`config.mk`:
```
export PLATFORM = sky130hd
export DESIGN_NAME = hack_rom_loader
export DESIGN_NICKNAME = d
export VERILOG_FILES = /design/src/rtl/hack_rom_loader.sv
export SDC_FILE = /design/constraint.sdc
export NUM_CORES = 1
export LEC_CHECK = 0
export CORE_AREA = 2 2 118 120
export DETAILED_ROUTE_END_ITERATION = 12
export DIE_AREA = 0 0 120 122
export HOLD_SLACK_MARGIN = 0.03
export SLEW_MARGIN = 15
export SYNTH_ARGS = -nofsm -noshare
export SYNTH_HDL_FRONTEND = slang
export SYNTH_SLANG_ARGS = --single-unit
export TNS_END_PERCENT = 100
```
`constraint.sdc`:
```
create_clock -name clk -period 2.5 [get_ports clk]
set_input_delay 0.25 -clock clk [delete_from_list [all_inputs] [get_ports clk]]
set_output_delay 0.25 -clock clk [all_outputs]
set_load 0.005 [all_outputs]
```
`src/rtl/hack_rom_loader.sv`:
```
// Framed byte-stream loader for the Hack instruction ROM; holds the CPU in reset while loading.
// Optional trailing checksum byte is compiled in with `define LOADER_CHECKSUM_EN.
module hack_rom_loader #(
  parameter int unsigned MAX_WORDS      = 32768,
  parameter int unsigned TIMEOUT_CYCLES = 1_000_000
) (
  input  logic        clk,
  input  logic        reset,
  input  logic [7:0]  rx_data,
  input  logic        rx_valid,
  input  logic        boot_skip,
  output logic        rom_we,
  output logic [14:0] rom_addr,
  output logic [15:0] rom_wdata,
  output logic        cpu_reset,
  output logic        busy,
  output logic        err,
  output logic [15:0] words_loaded
);

  localparam int unsigned   CW      = $clog2(TIMEOUT_CYCLES + 1);
  localparam logic [7:0]    SYNC    = 8'hA5;
  localparam logic [CW-1:0] TO_LAST = CW'(TIMEOUT_CYCLES - 1);
  localparam logic [16:0]   MAX_LEN = 17'(MAX_WORDS);

`ifdef LOADER_CHECKSUM_EN
  typedef enum logic [2:0] {
    S_IDLE, S_LEN_H, S_LEN_L, S_DATA_H, S_DATA_L, S_CSUM, S_RUN, S_ERR
  } state_t;
  localparam state_t S_DONE = S_CSUM;
`else
  typedef enum logic [2:0] {
    S_IDLE, S_LEN_H, S_LEN_L, S_DATA_H, S_DATA_L, S_RUN, S_ERR
  } state_t;
  localparam state_t S_DONE = S_RUN;
`endif

  state_t          state_q, state_d;
  logic [15:0]     len_q, len_d;
  logic [14:0]     addr_q, addr_d;
  logic [15:0]     wl_q, wl_d;
  logic [15:0]     wdata_q, wdata_d;
  logic            we_q, we_d;
  logic [CW-1:0]   cnt_q, cnt_d;
  logic            cpu_reset_q, cpu_reset_d;
  logic            busy_q, busy_d;
  logic            err_q, err_d;
  logic            in_frame_q, in_frame_d;
  logic [15:0]     len_rx;
`ifdef LOADER_CHECKSUM_EN
  logic [7:0]      csum_q, csum_d;
`endif

  assign len_rx = {len_q[15:8], rx_data};

  always_comb begin
`ifdef LOADER_CHECKSUM_EN
    in_frame_q = state_q inside {S_LEN_H, S_LEN_L, S_DATA_H, S_DATA_L, S_CSUM};
`else
    in_frame_q = state_q inside {S_LEN_H, S_LEN_L, S_DATA_H, S_DATA_L};
`endif
  end

  always_comb begin
    state_d = state_q;
    len_d   = len_q;
    addr_d  = addr_q;
    wl_d    = wl_q;
    wdata_d = wdata_q;
    we_d    = 1'b0;
    cnt_d   = '0;
`ifdef LOADER_CHECKSUM_EN
    csum_d  = csum_q;
`endif
    // Address/count advance at the end of the write cycle; LEN_L below may override.
    if (we_q) begin
      addr_d = addr_q + 15'd1;
      wl_d   = wl_q + 16'd1;
    end

    case (state_q)
      S_IDLE: begin
        if (rx_valid) begin
          if (rx_data == SYNC) state_d = S_LEN_H;
        end else if (boot_skip) begin
          state_d = S_RUN;
        end
      end
      S_LEN_H: begin
        if (rx_valid) begin
          len_d[15:8] = rx_data;
          state_d     = S_LEN_L;
        end
      end
      S_LEN_L: begin
        if (rx_valid) begin
          len_d[7:0] = rx_data;
          addr_d     = '0;
          wl_d       = '0;
`ifdef LOADER_CHECKSUM_EN
          csum_d     = '0;
`endif
          if ({1'b0, len_rx} > MAX_LEN) state_d = S_ERR;
          else if (len_rx == 16'd0)     state_d = S_DONE;
          else                          state_d = S_DATA_H;
        end
      end
      S_DATA_H: begin
        if (rx_valid) begin
          wdata_d[15:8] = rx_data;
`ifdef LOADER_CHECKSUM_EN
          csum_d        = csum_q + rx_data;
`endif
          state_d       = S_DATA_L;
        end
      end
      S_DATA_L: begin
        if (rx_valid) begin
          wdata_d[7:0] = rx_data;
          we_d         = 1'b1;
`ifdef LOADER_CHECKSUM_EN
          csum_d       = csum_q + rx_data;
`endif
          if (wl_q + 16'd1 == len_q) state_d = S_DONE;
          else                       state_d = S_DATA_H;
        end
      end
`ifdef LOADER_CHECKSUM_EN
      S_CSUM: begin
        if (rx_valid) state_d = (rx_data == csum_q) ? S_RUN : S_ERR;
      end
`endif
      S_RUN, S_ERR: begin
        if (rx_valid && rx_data == SYNC) state_d = S_LEN_H;
      end
      default: state_d = S_IDLE;
    endcase

    // A strobe on the expiry edge wins over the timeout.
    if (in_frame_q && !rx_valid) begin
      cnt_d = cnt_q + CW'(1);
      if (cnt_q == TO_LAST) state_d = S_ERR;
    end
  end

  always_comb begin
`ifdef LOADER_CHECKSUM_EN
    in_frame_d = state_d inside {S_LEN_H, S_LEN_L, S_DATA_H, S_DATA_L, S_CSUM};
`else
    in_frame_d = state_d inside {S_LEN_H, S_LEN_L, S_DATA_H, S_DATA_L};
`endif
    busy_d = in_frame_d;
    err_d  = (state_d == S_ERR);
    // Rises as soon as RUN is left, falls one cycle after RUN is entered so the last write lands first.
    cpu_reset_d = (state_q != S_RUN) || (state_d != S_RUN);
  end

  always_ff @(posedge clk or negedge reset) begin
    if (!reset) begin
      state_q     <= S_IDLE;
      len_q       <= '0;
      addr_q      <= '0;
      wl_q        <= '0;
      wdata_q     <= '0;
      we_q        <= 1'b0;
      cnt_q       <= '0;
      cpu_reset_q <= 1'b1;
      busy_q      <= 1'b0;
      err_q       <= 1'b0;
`ifdef LOADER_CHECKSUM_EN
      csum_q      <= '0;
`endif
    end else begin
      state_q     <= state_d;
      len_q       <= len_d;
      addr_q      <= addr_d;
      wl_q        <= wl_d;
      wdata_q     <= wdata_d;
      we_q        <= we_d;
      cnt_q       <= cnt_d;
      cpu_reset_q <= cpu_reset_d;
      busy_q      <= busy_d;
      err_q       <= err_d;
`ifdef LOADER_CHECKSUM_EN
      csum_q      <= csum_d;
`endif
    end
  end

  assign rom_we       = we_q;
  assign rom_addr     = addr_q;
  assign rom_wdata    = wdata_q;
  assign cpu_reset    = cpu_reset_q;
  assign busy         = busy_q;
  assign err          = err_q;
  assign words_loaded = wl_q;

endmodule
```
Word-level counts from Yosys, hierarchy flattened
Cells that the tools add are included.
Widths: inputs -> output; s select.

storage, ports and cells
  bits of input ports = 12
  register bits = 90
  word-level logic and storage cells = 68
  output and inout port bits = 51

operators by class
  equality and inequality tests = 16
  reduce and logical (&&, ||, !) cells = 13
  $lt $le $gt $ge = 1
  muxes and demuxes = 23
  $add $sub $neg = 3

operator list
  cell                   count
  $mux 16                3
  $mux 15                3
  $mux 3                 13
  $add 20x1->20 const B  1
  $eq 20x20->1 const B   1
  $mux 20                1
  $pmux 3 s6             1
  $add 16x1->16 const B  1
  $eq 16x16->1           1
  $gt 16x16->1 const B   1
  $logic_not 16->1       1
  $add 15x1->15 const B  1
  $eq 3x3->1 const B     5
  $eq 3x2->1 const B     4
  $eq 8x8->1 const B     1
  $reduce_and 2->1       4
  $reduce_bool 4->1      2
  $eq 3x1->1 const B     2
  $ne 3x3->1 const B     2
  $logic_not 3->1        1
  $logic_and 1x1->1      2
  $mux 1                 2
  $reduce_or 2->1        1
  $logic_not 1->1        1
  $logic_or 1x1->1       1

Logic depth before layout (Yosys ltp)
Gate-level depths: netlist (run 1).

  depth after elaboration = 9
  gate-level depth with buffers = 9

Worst setup path after synthesis (run 1)
Ideal clock, no wire load.

  path kind = reg-to-reg
  start point = reg wl_q[1] (netlist: words_loaded[1])
  end point = reg state_q[2]
  path slack = 0.239 ns
  library setup time = 0.074 ns
  buffers on the path = 0
  required time = 2.426 ns
  stages on the path, launching flop included = 9
  arrival = 2.187 ns
  cell sequence = dfrtp_1 ha_1 nand4_1 or4_1 o21ai_0 and3_1 o2111ai_1 o31a_1 o21ai_2

between the ends
  cells in the longest elaborated chain, start to end = 7

ends and longest elaborated chain
  item                    line  text
  from (decl)             41    logic [15:0] wl_q, wl_d;
  from (signal assigned)  177   wl_q <= wl_d;
  $add 16x1->16 *         124   if (wl_q + 16'd1 == len_q) state_d = S_DONE;
  $eq 16x16->1 *          124
  $mux 3 *                124
  $mux 3 *                118   if (rx_valid) begin
  $pmux 3 s6 *            81    case (state_q)
  $mux 3                  142   if (cnt_q == TO_LAST) state_d = S_ERR;
  $mux 3 *                140   if (in_frame_q && !rx_valid) begin
  net state_d[2]          38    state_t state_q, state_d;
  to (signal assigned)    174   state_q <= state_d;
  to (decl)               38

The timed path passes the listed nets; every way through them passes the cells marked *.
A chain may end at the register's enable or synchronous reset.

Worst setup path in the final report (run 1)
Ends and elaborated chain as after synthesis.

==> results.md, run 1 <==
Run status:
- The flow ran to the end, and the final reports show no timing, DRC or antenna violations.

GRT:
- The first global-routing pass estimated 18100 um of wire.
- The aggregate global routing overflow is 0.
- In the global route stage, overall resource usage came out at 0.157.
- The pin count of the biggest net entering global routing is 70.
- The number of global-route vias before repair came to 3503.
- The number of antenna violations at the first check in global routing is 0.

Final layout:
- At the end of the flow, the number of nets in the layout was 544.
- The area growth from synthesis to layout is 28.0%.
- In the final layout, the share of cells above drive strength 1 is 0.157.
- The number of antenna diodes in the final layout is 0.

CTS:
- CTS saw 90 sinks.
- TritonCTS built the clock tree.
- The clock input transition at the sequential cells of the worst setup and hold paths is 0.06 ns.
- The later pin in the worst-skew pair is clocked with a latency of ~0.35 ns.
- The root buffer cell is sky130_fd_sc_hd__clkbuf_16.
- The deepest level of the CTS H-tree is 3.
- The number of clock buffers inserted by TritonCTS is 9.
- The clock passes through at most 2 buffers.
- Post-CTS repair changed the size of 0 cells.

Worst hold path:
- The path class of the tightest hold or removal check is input pin to async pin.

Floorplanning:
- In this run the horizontal extent of the chip is between 100 and 150 um.
- The number of placed I/O pins is 63.
- The area of the placeable core is approximately 14000 um^2.
- The die covers between 10000 and 15000 um^2.
- The initial core utilization is 0.339.
- The floorplan die height is 122 um.
- The floorplan row count is 43.

STA:
- The count of pins over their slew limit came to 0.
- The final critical delay including setup and external delays is 2.25 ns.
- Derived from the worst setup path, the maximum achievable clock frequency is 445 MHz.
- The worst clock skew on the final layout is 0.00669 ns.
- Of the available clock period, the critical path in the final layout requires 0.899.
- The transition time at the pin with the least slew margin is 0.571 ns.
- The number of hold-slack violations in the final timing report is 0.
- The final total negative setup slack is 0 ns.
- In this run the tightest slew margin relative to its limit is 0.616.
- Setup repair after global routing left no endpoint under its margin.
- Setup violations remaining at the end of the flow were counted as 0.
- Setup slack closes at 0.252 ns.

Routing:
- Wires add up to approximately 11000 um.
- The post-route DRC violation count is 0.
- After detailed routing, the number of vias per cell comes to 4.99.
- Detailed routing inserted a total of 3564 vias.
- The detail route stage leaves a number of antenna-violating nets equal to 0.
- In this run, the number of DRC markers left after iteration 0 of detailed routing was 259.
- The per-cell routed wire length is 15.2 um.
- The number of iterations in the first detailed-routing pass is 4.

Power:
- The static leakage is 2.40 nW.
- IR analysis of the VDD net gives a maximum drop of 0.000427 V.
- Power spread over the standard cell area amounts to about 1100 nW/um^2.

Placed design:
- The total half-perimeter wirelength after legalization and detailed placement is 7880 um.
- The global placement routability congestion is 0.914.
- Timing analysis after detailed placement gives a worst setup slack of 0.235 ns.
- In this run the tool buffered the top-level ports with 62 buffer cells.

Yosys:
- The share of the Yosys chip area taken by registers is 0.492.
- Synthesis instantiated 54 different standard cells from the library.
- The synthesized netlist occupies a cell area of 4580 um^2.
- The top flip-flop cell by instance count after synthesis is sky130_fd_sc_hd__dfrtp_1.
- The total of flip-flops plus latches after synthesis is 90.
- The proportion of register bits with asynchronous set or reset after synthesis is 1.00.
- The cell count after synthesis came out at 448.
- The number of nets in the synthesized netlist is 463.
- In this run, synthesis inferred 0 flip-flops with an integrated enable.
- The mean area per synthesized cell is 10.2 um^2.
- The count of warnings emitted by yosys is 0.

Critical path:
- The startpoint kind of the worst setup timing path is a register.
- STA puts the critical path data arrival time at 2.53 ns.
- The top fanout value on the critical path is 4.
- The category of the worst setup path capture point is a register.
- The worst setup path category is register to register.
- The worst endpoint required time is 2.78 ns.

Run:
- The number of maximum-capacitance violations is 0.
[per-layer routing]
layer / GRT usage / part of all wire / up-vias
li1: - / - / 1740
met1: 0.208 / 0.47 / 1753
met2: 0.249 / 0.48 / 60
met3: 0.0463 / 0.037 / 11
met4: 0.0507 / 0.020 / 0
met5: 0 / 0 / -
[cell families after synthesis]
group	Yosys count	synth area share
adders and majority gates	3	0.00819
xor gates and xnor gates	57	0.109
muxes	35	0.0852
DFF	90	0.492
buffers and inverters	26	0.0248
and+or+nand+nor	186	0.209
AOI/OAI and AO/OA	51	0.0729
[sequential cells by signal, summed over array words and instances, names as in the netlist]
name          count
cnt_q            20
rom_wdata        16
len_q            16
err               1
state_q           3
rom_addr         15
busy              1
words_loaded     16
cpu_reset         1
rom_we            1
[timing repair]
| action | 4_1_cts | 5_1_grt |
|---|---|---|
| setup buffers | 0 | 0 |
| hold buffers | 1 | 0 |
| endpoints found under the hold margin | 21 | 0 |
[critical path, stage by stage, from the launching register on]
cell and delay (ns):
sky130_fd_sc_hd__dfrtp_1 0.35, sky130_fd_sc_hd__ha_1 0.20, sky130_fd_sc_hd__nand4_1 0.21, sky130_fd_sc_hd__or4_1 0.60, sky130_fd_sc_hd__o21ai_0 0.15, sky130_fd_sc_hd__and3_1 0.17
sky130_fd_sc_hd__o2111ai_1 0.12, sky130_fd_sc_hd__o31a_1 0.28, sky130_fd_sc_hd__o21ai_2 0.10
[cells in the mapped netlist (9+ instances only)]
cell type,number,share of area
sky130_fd_sc_hd__a21oi_1,12,0.013
sky130_fd_sc_hd__and3_1,9,0.012
sky130_fd_sc_hd__clkbuf_1,14,0.011
sky130_fd_sc_hd__dfrtp_1,89,0.49
sky130_fd_sc_hd__mux2_2,32,0.079
sky130_fd_sc_hd__nand2_1,31,0.025
sky130_fd_sc_hd__nand3_1,18,0.020
sky130_fd_sc_hd__nand4_1,18,0.025
sky130_fd_sc_hd__nor2_1,58,0.047
sky130_fd_sc_hd__o21ai_0,16,0.017
sky130_fd_sc_hd__or3_1,10,0.014
sky130_fd_sc_hd__xnor2_1,22,0.042
sky130_fd_sc_hd__xor2_1,35,0.067
[where the power goes]
part,switching [mW],leakage [nW],internal [mW]
Sequential,0.550,1.16,2.00
Clock,0.565,0.148,0.783
Combinational,1.16,1.09,1.57
Total,2.27,2.40,4.34
[through the flow]
stage          instance area, um^2  power [mW]  hold slack, ns  utilization  std cells
3_5_place_dp                  5560        5.31           0.172        0.412        697
5_1_grt                       5870        7.08           0.350        0.435        714
2_1_floorplan                 4580        3.97         -0.0456            -        448
6_report                      5870        6.62           0.337        0.435        714
4_1_cts                       5870        6.69           0.341        0.435        714
3_3_place_gp                  5560        5.26           0.160        0.412        697
[path summary, 6_finish.rpt]
path / start / to / slack [ns] / cells after the start
worst max-delay path: words_loaded[1] / state_q[2] / 0.25 / 8
worst min-delay path: reset / rom_addr[7] / 0.34 / 2
worst max register to register: words_loaded[1] / state_q[2] / 0.25 / 8
worst min register to register: cnt_q[0] / cnt_q[0] / 0.48 / 1
max in group asynchronous: reset / cpu_reset / 1.45 / 3
min in group clk: cnt_q[0] / cnt_q[0] / 0.48 / 1
[layout by cell type, fill, tap and decap left out, types with 2 or more instances in the layout]
master | Yosys | final
sky130_fd_sc_hd__inv_1 | 5 | 5
sky130_fd_sc_hd__and4_1 | 4 | 4
sky130_fd_sc_hd__nor2b_1 | 6 | 6
sky130_fd_sc_hd__mux2i_1 | 3 | 3
sky130_fd_sc_hd__o31ai_1 | 3 | 3
sky130_fd_sc_hd__ha_1 | 3 | 3
sky130_fd_sc_hd__nand2_1 | 31 | 31
sky130_fd_sc_hd__xor2_1 | 35 | 35
sky130_fd_sc_hd__a21oi_1 | 12 | 12
sky130_fd_sc_hd__clkbuf_8 | 0 | 4
sky130_fd_sc_hd__clkdlybuf4s50_1 | 0 | 61
sky130_fd_sc_hd__and3b_1 | 2 | 2
sky130_fd_sc_hd__nor2_1 | 58 | 57
sky130_fd_sc_hd__a211oi_1 | 2 | 2
sky130_fd_sc_hd__nand3_1 | 18 | 18
sky130_fd_sc_hd__mux2_2 | 32 | 32
sky130_fd_sc_hd__o21ai_0 | 16 | 16
sky130_fd_sc_hd__nor3_1 | 7 | 7
sky130_fd_sc_hd__nor4b_1 | 3 | 3
sky130_fd_sc_hd__o2111ai_1 | 2 | 2
sky130_fd_sc_hd__nand4_1 | 18 | 18
sky130_fd_sc_hd__o21bai_1 | 2 | 2
sky130_fd_sc_hd__nor4_1 | 5 | 5
sky130_fd_sc_hd__xnor2_1 | 22 | 22
sky130_fd_sc_hd__and3_1 | 9 | 9
sky130_fd_sc_hd__clkbuf_16 | 0 | 9
sky130_fd_sc_hd__nand2b_1 | 4 | 4
sky130_fd_sc_hd__dfrtp_1 | 89 | 89
sky130_fd_sc_hd__nand4b_1 | 2 | 2
sky130_fd_sc_hd__buf_4 | 4 | 28
sky130_fd_sc_hd__o211a_1 | 2 | 2
sky130_fd_sc_hd__or3_1 | 10 | 10
[area by class of cell]
type / instances / area, um^2
Fill cell: 1283 / 7630
Sequential cell: 90 / 2250
Multi-Input combinational cell: 332 / 2220
Timing Repair Buffer: 91 / 851
Clock buffer: 13 / 280
Tap cell: 180 / 225
Clock inverter: 3 / 21.3
Inverter: 5 / 18.8
Power figures use the tool's default switching activity.
==> run 2, diff against run 1 <==
--- a/config.mk
+++ b/config.mk
@@ -5,10 +5,12 @@
 export SDC_FILE = /design/constraint.sdc
 export NUM_CORES = 1
 export LEC_CHECK = 0
-export CORE_AREA = 2 2 118 120
+export CORE_AREA = 2 2 95 97
 export DETAILED_ROUTE_END_ITERATION = 12
-export DIE_AREA = 0 0 120 122
+export DIE_AREA = 0 0 97 99
 export HOLD_SLACK_MARGIN = 0.03
+export PLACE_DENSITY = 0.78
+export RECOVER_POWER = 100
 export SLEW_MARGIN = 15
 export SYNTH_ARGS = -nofsm -noshare
 export SYNTH_HDL_FRONTEND = slang
==> run 2 against run 1 <==
Clock-buffer cell count shrank 4. Worst setup slack lost 0.11 ns. Non-clock buffer count shrank 2. Flip-flop and latch count is the same. Hold slack gained 0.15 ns. Critical path type unchanged. Highest routed layer unchanged.
==> results.md, run 2 (synthesis results as in run 1) <==
Critical path:
- Tracing the worst setup path back leads to its startpoint at words_loaded[5].
- By startpoint and endpoint, the worst setup path is classified as register to register.
- The worst setup path is launched from a register.
- Among all stages on the critical path, the largest delay is contributed by sky130_fd_sc_hd__dfrtp_1.
- The worst endpoint required time is between 2 and 3 ns.
- The buffers plus inverters on the worst setup path is 0.
- The arrival time at the worst endpoint is 2.65 ns.
- The critical path's top delay family is compound AO/OA/AOI/OAI gates.
- The launching point of the worst reg2reg path is words_loaded[5].
- The top fanout value on the critical path is 8.
- The signal on the critical path passes through nand4_2, or2_0, a211o_1, a2111oi_2, o2111ai_1, o31a_1, o21ai_2.
- The largest single stage delay on the critical path is 0.53 ns.
- STA classifies the critical path endpoint as a register.

STA:
- Setup violations remaining at the end of the flow were counted as 0.
- Based on the critical path, the design can be clocked at up to between 400 and 500 MHz.
- Between clock sinks in the finished design, the worst skew comes to 0.00999 ns.
- The worst pin sits at a relative slew slack of 0.301.
- The number of hold-slack violations in the final timing report is 0.
- The count of pins over their slew limit is 0.
- The transition time at the pin with the least slew margin is approximately 1.0 ns.
- The share of the clock period used by the worst path is 0.945.
- After layout, the minimum clock period comes to 2.36 ns.

CTS:
- The CTS tree is built.
- The tree is rooted in a sky130_fd_sc_hd__clkbuf_8.
- The deepest level of the CTS H-tree is 3.
- The insertion delay to the later sink of the worst-skew pair is 0.36 ns.
- TritonCTS created 9 clock buffers.
- The post-CTS setup-driven buffer insertion count is 0.
- The clock input transition at the sequential cells of the worst setup and hold paths is roughly 0.090 ns.
- The longest clock path from root to sink contains 2 buffers.
- The total number of clock tree sinks is 90.

Routing:
- The per-cell routed wire length is between 15 and 20 um.
- In the routed design, unresolved DRC markers number 0.
- The detailed router placed 3613 vias in this run.
- The detailed-route vias per instance is 5.65.
- In this run the remaining antenna-violating nets after routing total 0.
- The number of DRC markers in iteration 0 is 213.
- Wires add up to 10300 um.
- The number of iterations in the first detailed-routing pass is 4.

Floorplanning:
- The floorplan die height is between 90 and 100 um.
- The initial core utilization is 0.536.
- The die is 97 um wide.
- The floorplan has 34 rows.
- The die area is 9600 um^2.
- The area of the placeable core is 8550 um^2.
- The number of placed I/O pins is 63.

Final layout:
- The most common library cell in the layout ignoring fill and taps is sky130_fd_sc_hd__dfrtp_1.
- The fraction of final layout cells sized beyond drive strength 1 is 0.141.
- For this run, the post-layout net count is 542.
- The count of cells in the finished layout, fillers not included, comes to between 600 and 700.
- The register ranked first by flip-flop count is cnt_q.
- Fill cells in the final layout number 687.
- The number of antenna diodes in the final layout is 0.
- With fillers left out, the area of the finished cells amounts to between 5000 and 6000 um^2.
- The register with the most flip-flops in the layout has 20 of them.
- The area growth from synthesis to layout is 22.3%.
- The top cell types in the final layout, fill and taps aside, are sky130_fd_sc_hd__dfrtp_1, sky130_fd_sc_hd__nor2_1, sky130_fd_sc_hd__dlygate4sd3_1.

Worst hold path:
- The startpoint of the tightest hold check path is cnt_q[0].
- The worst min-delay path class is register to register.

GRT:
- Global routing finished with a remaining overflow of 0.
- The number of global-route vias before repair was 3625.
- The number of antenna violations at the first check in global routing came to 0.
- The first global-routing pass estimated about 17000 um of wire.
- The global-route usage over all layers is 0.218.
- Entering global routing, the biggest net connects 44 pins.

Run status:
- The run finished with clean final reports.

Power:
- The highest ir drop seen on vdd is around 0.00063 V.
- The total power density per cell area is 1070 nW/um^2.
- The total chip power is 6.00 mW.
- The static leakage is 2.37 nW.

Run:
- The number of maximum-capacitance violations is 0.

Placed design:
- At the end of routability-driven placement, the weighted congestion stood at slightly above 0.9.
- The area of placed instances is about 5500 um^2.
- Input and output buffers added on the ports amount to 62.
- After legalization and detailed placement, the total HPWL measured 7410 um.
- The total placed cells including tap cells is 623.
[run 2: where the power goes]
part / internal (mW) / total (mW) / switching, mW
Sequential: 1.99 / 2.55 / 0.556
Combinational: 1.38 / 2.51 / 1.13
Clock: 0.377 / 0.938 / 0.560
[run 2: layer usage]
layer | up-vias | global-route usage | share of wire
li1 | 1740 | - | -
met1 | 1773 | 0.280 | 0.43
met2 | 87 | 0.375 | 0.51
met3 | 13 | 0.0390 | 0.044
met4 | 0 | 0.0780 | 0.016
met5 | - | 0 | 0
[run 2: layout make-up]
class / count / area, um^2 / area share
flip-flops and latches: 90 / 2250 / 0.402
clock buffers: 9 / 124 / 0.0221
inverters: 5 / 18.8 / 0.00335
repair buffers: 89 / 782 / 0.140
well taps: 108 / 135 / 0.0241
multi-input cells: 332 / 2220 / 0.397
clock inverters: 7 / 66.3 / 0.0118
[run 2: final timing paths]
check                      slack (ns)         endpoint  depth (start not counted)
max                              0.14       state_q[2]                          7
min                              0.49         cnt_q[0]                          1
max reg2reg                      0.14       state_q[2]                          7
min reg2reg                      0.49         cnt_q[0]                          1
max in group asynchronous        0.48  words_loaded[3]                          3
min in group asynchronous        0.61      rom_addr[7]                          2
[run 2: through the flow]
step / hold slack, ns / utilization / worst slack (ns) / setup TNS [ns]
6_report: 0.491 / 0.656 / 0.137 / 0
5_1_grt: 0.517 / 0.656 / -0.0616 / -0.121
4_1_cts: 0.440 / 0.661 / 0.186 / 0
3_5_place_dp: 0.289 / 0.638 / 0.165 / 0
3_3_place_gp: 0.274 / 0.638 / 0.225 / 0
2_1_floorplan: -0.0456 / - / 0.239 / 0
[run 2: what timing repair did]
action / CTS / global route
hold buffers: 1 / 0
gates resized for setup: 0 / 3
hold endpoints to repair: 40 / 0
setup endpoints to repair: 0 / 2
==> run 3, diff against run 2 <==
--- a/config.mk
+++ b/config.mk
@@ -5,6 +5,7 @@
 export SDC_FILE = /design/constraint.sdc
 export NUM_CORES = 1
 export LEC_CHECK = 0
+export CAP_MARGIN = 20
 export CORE_AREA = 2 2 95 97
 export DETAILED_ROUTE_END_ITERATION = 12
 export DIE_AREA = 0 0 97 99
==> results of run 3 <==
The final DEF is identical to that of run 2; final timing and power are the same.
